`src/rtl/address_calc.sv`:
```
// rtl/address_calc.sv - coordinate (i, j, x_enc) to banked BRAM number/address mapper
// One registered stage; columns interleave across banks, high column bits fold into the word address.
module address_calc #(
  parameter int BRAM_NUMBER_SIZE  = 3,
  parameter int BRAM_ADDRESS_SIZE = 8,
  parameter int I_SIZE            = 1,
  parameter int J_SIZE            = 3,
  parameter int X_SIZE            = 3,
  parameter int DTYPE_BYTES_SIZE  = 1
) (
  input  logic                         clock,
  input  logic                         reset_n,
  input  logic [J_SIZE-1:0]            j,
  input  logic [I_SIZE-1:0]            i,
  input  logic [X_SIZE-1:0]            x_enc,
  output logic [BRAM_NUMBER_SIZE-1:0]  bram_number,
  output logic [BRAM_ADDRESS_SIZE-1:0] bram_address
);

  localparam int JH    = (J_SIZE > BRAM_NUMBER_SIZE) ? (J_SIZE - BRAM_NUMBER_SIZE) : 0;
  localparam int RAW_W = X_SIZE + I_SIZE + JH;

  logic [BRAM_NUMBER_SIZE-1:0]  number_next;
  logic [RAW_W-1:0]             raw_address;
  logic [BRAM_ADDRESS_SIZE-1:0] address_next;

  generate
    if (BRAM_NUMBER_SIZE < 1 || BRAM_ADDRESS_SIZE < 1 || I_SIZE < 1 ||
        J_SIZE < 1 || X_SIZE < 1 || DTYPE_BYTES_SIZE < 1) begin : g_bad_param
      $error("address_calc: every size parameter must be at least 1");
    end
  endgenerate

  // Bits of j above the bank select become the least significant address bits.
  generate
    if (JH > 0) begin : g_jhi
      assign number_next = j[BRAM_NUMBER_SIZE-1:0];
      assign raw_address = {x_enc, i, j[J_SIZE-1:BRAM_NUMBER_SIZE]};
    end else begin : g_no_jhi
      assign number_next = BRAM_NUMBER_SIZE'(j);
      assign raw_address = {x_enc, i};
    end
  endgenerate

  // Size cast zero-extends a narrow raw address or keeps the low bits of a wide one.
  assign address_next = BRAM_ADDRESS_SIZE'(raw_address);

  always_ff @(posedge clock) begin
    if (!reset_n) begin
      bram_number  <= '0;
      bram_address <= '0;
    end else begin
      bram_number  <= number_next;
      bram_address <= address_next;
    end
  end

endmodule

```
`config.mk`:
```
export PLATFORM = sky130hd
export DESIGN_NAME = address_calc
export DESIGN_NICKNAME = d
export VERILOG_FILES = /design/src/rtl/address_calc.sv
export SDC_FILE = /design/constraint.sdc
export NUM_CORES = 1
export LEC_CHECK = 0
export ABC_AREA = 1
export CAP_MARGIN = 0
export CORE_AREA = 2 2 39 41
export DETAILED_ROUTE_END_ITERATION = 6
export DIE_AREA = 0 0 41 43
export HOLD_SLACK_MARGIN = 0.08
export PLACE_DENSITY_LB_ADDON = 0.3
export SKIP_CTS_REPAIR_TIMING = 1
export SLEW_MARGIN = 20
export SYNTH_ARGS = -nofsm -noshare
export SYNTH_HDL_FRONTEND = slang
export SYNTH_SLANG_ARGS = --single-unit
export TNS_END_PERCENT = 20
```
`constraint.sdc`:
```
create_clock -name clock -period 0.8 [get_ports clock]
set_input_delay 0.12 -clock clock [delete_from_list [all_inputs] [get_ports clock]]
set_output_delay 0.12 -clock clock [all_outputs]
set_load 0.01 [all_outputs]
```
Yosys cells after proc, flatten, opt, wreduce, memory -nomap -nowiden
Index checks and enable logic that the tools add are counted.

storage, ports and cells
  register bits = 11
  output and inout port bits = 11
  input port bits = 9
  logic and storage cells = 3

Logic depth before layout (Yosys ltp)
  word-level depth = 0
  mapped depth = 2
  depth with buffers taken out = 2

Worst setup path before layout
Ideal clock, no wire load.

  path kind = register to output
  from = reg bram_address[0]
  to = out bram_address[0]
  cell stages (with the launch flop) = 1
  buffers on the path = 0
  arrival time = 331 ps
  required time = 680 ps
  path slack = 349 ps
  cells stage by stage = dfxtp_1

RTL lines
  element                 RTL line  RTL
  start, declared         17        output logic [BRAM_ADDRESS_SIZE-1:0] bram_address
  start signal, assigned  54        bram_address <= address_next;

No word-level cell between the ends.

Final worst setup path
  from = reg bram_number[1]
  to = out bram_number[1]

RTL lines
  element                 RTL line  RTL
  start, declared         16        output logic [BRAM_NUMBER_SIZE-1:0] bram_number,
  start signal, assigned  53        bram_number <= number_next;

No word-level cell between the ends.

==> results_dict.tcl <==
set metrics [dict create \
    core-area_mm2 0.00138 \
    fin_hold_ws_ns 0.399 \
    status "completed" \
    firstDrtPassIters 1 \
    power_mw 0.774 \
    cts_tree "yes" \
    slowest_delay_ns 0.30 \
    path_class "flip-flop to primary output" \
    dieArea_mm2 0.00176 \
    seqPwrFrac 0.482 \
    syn_area_per_cell_um2 8.71 \
    maxSlewViolCount 0 \
    synthCells 26 \
    clk_path_buf_depth 2 \
    worst-path-buf-inv 1 \
    hpwl_um 316 \
    rows 14 \
    overflow 0 \
    ant_nets 0 \
    mostFrequentLayoutCells "clkdlybuf4s50_1 (8), nand2_1 (7), inv_1 (7)" \
    drt_iter0_drc 0 \
    yosysTopAreaCellShare 0.619 \
    cap_violations 0 \
    layout_commonest_cell "clkdlybuf4s50_1" \
    synth_top_cell_by_area "dfxtp_1" \
    syn_area_um2 226 \
    rsz0062_at_grt "yes" \
    cts-root-buf "clkbuf_4" \
    synth-seq-cells 7 \
    grt.total_usage 0.0503 \
    power.internal_mw 0.613 \
    grt_pass1_vias 160 \
    initial_core_util 0.164 \
    insertedDiodeCount 0 \
    leakage_nw 0.223 \
    ys_seq_area_frac 0.619 \
    worst_slack_ns 0.0165 \
    fmax_mhz 1280 \
    fillers 163 \
    grt_pass1_wl_um 496 \
    h-tree-depth 1 \
    synth_warnings 0 \
    vias_per_cell 3.27 \
    grt_start_max_net_pins 8 \
    netlist-cell-type-count 5 \
    die_w_um 41 \
    hold_class "primary input to flip-flop" \
    path_max_fanout 1 \
    p_switching_mw 0.161 \
    crit_slowest_cell "dfxtp_1" \
    start_kind "flip-flop" \
    drcViolationCount 0 \
    p_clk_frac 0.395 \
    final_util 0.272 \
    antenna_found_initial 0 \
    io_buffers 15 \
    netSwitchingFraction 0.208 \
    clock_sink_count 7 \
    finalNetCount 54 \
    synth_area_leaders "dfxtp_1 (62%), buf_4 (13%), inv_1 (12%), nand2_1 (12%), conb_1 (1.7%)" \
    cts_buffers 3 \
    cp_data_arrival_time_ns 0.66 \
    syn_to_final_growth_pct 66.3 \
    crit_required_ns 0.68 \
    vdd_ir_drop_max_uv 433 \
    setup_viol 0 \
    placedCellCount 56 \
    vias 196 \
    post-place-ws_ns -0.136 \
    place.gp.congestion 0.491 \
    ios 20 \
    die_y_um 43 \
    period_share 0.979 \
    end_kind "primary output" \
    final_cells 60 \
    crit_family "flip-flops" \
    final_hold_viol_count 0 \
    crit_chain "buf_2" \
    wirelength_um 438 \
    post-route-min-period_ns 0.784 \
    path_clk_slew_ns 0.05 \
    cellPowerDensity_mw_per_mm2 2060 \
    wire_per_inst_um 7.30 \
    p_comb_frac 0.123 \
    drive_gt1_frac 0.250 \
]
## cell type report
class	instances	area, µm²	area share
timing repair buffer	15	121	0.322
tap	16	20.0	0.0532
inverter	7	26.3	0.0698
sequential	7	141	0.375
multi-input combinational	11	41.3	0.110
clock buffer	4	26.3	0.0698
## synthesized netlist by cell type
cell type and count:
conb_1 1, nand2_1 7, dfxtp_1 7, inv_1 7
buf_4 4
## sequential cells by signal, summed over array words and instances, names as in the netlist
register,cells
bram_address,4
bram_number,3
## final timing paths
check | startpoint | to | slack [ns] | cells after the start
setup / recovery | bram_number[1] | bram_number[1] | 0.02 | 1
hold / removal | x_enc[0] | bram_address[1] | 0.40 | 3
## layer usage
layer / global-route usage / vias up / routed length, µm
met5: 0 / - / 0
met4: 0.0800 / 0 / 10
met3: 0.0366 / 2 / 100
met2: 0.0750 / 17 / 192
met1: 0.0226 / 78 / 136
li1: - / 99 / -
## metrics by stage
stage | area [µm²] | setup TNS [ns]
final | 377 | 0
after floorplan | 238 | 0
after global routing | 377 | -0.125
after detailed placement | 378 | -1.75
after global placement | 378 | -1.84
after CTS | 404 | -2.84
## kinds of logic (layout without fill, tap and decap cells)
group | Yosys count | after routing | share of synthesized area
DFF | 7 | 7 | 0.619
and+or+nand+nor | 7 | 7 | 0.116
buffers and inverters | 11 | 26 | 0.249
other | 1 | 4 | 0.0166
## power by group through the flow
stage	clock [mW]	sequential (mW)	combinational, mW
global placement	0	0.379	0.111
detailed placement	0	0.380	0.111
CTS	0.327	0.373	0.111
global route	0.350	0.374	0.104
floorplan	0	0.390	0.0348
finish	0.306	0.373	0.0954
Note: power is estimated with default switching activity, not from simulation.
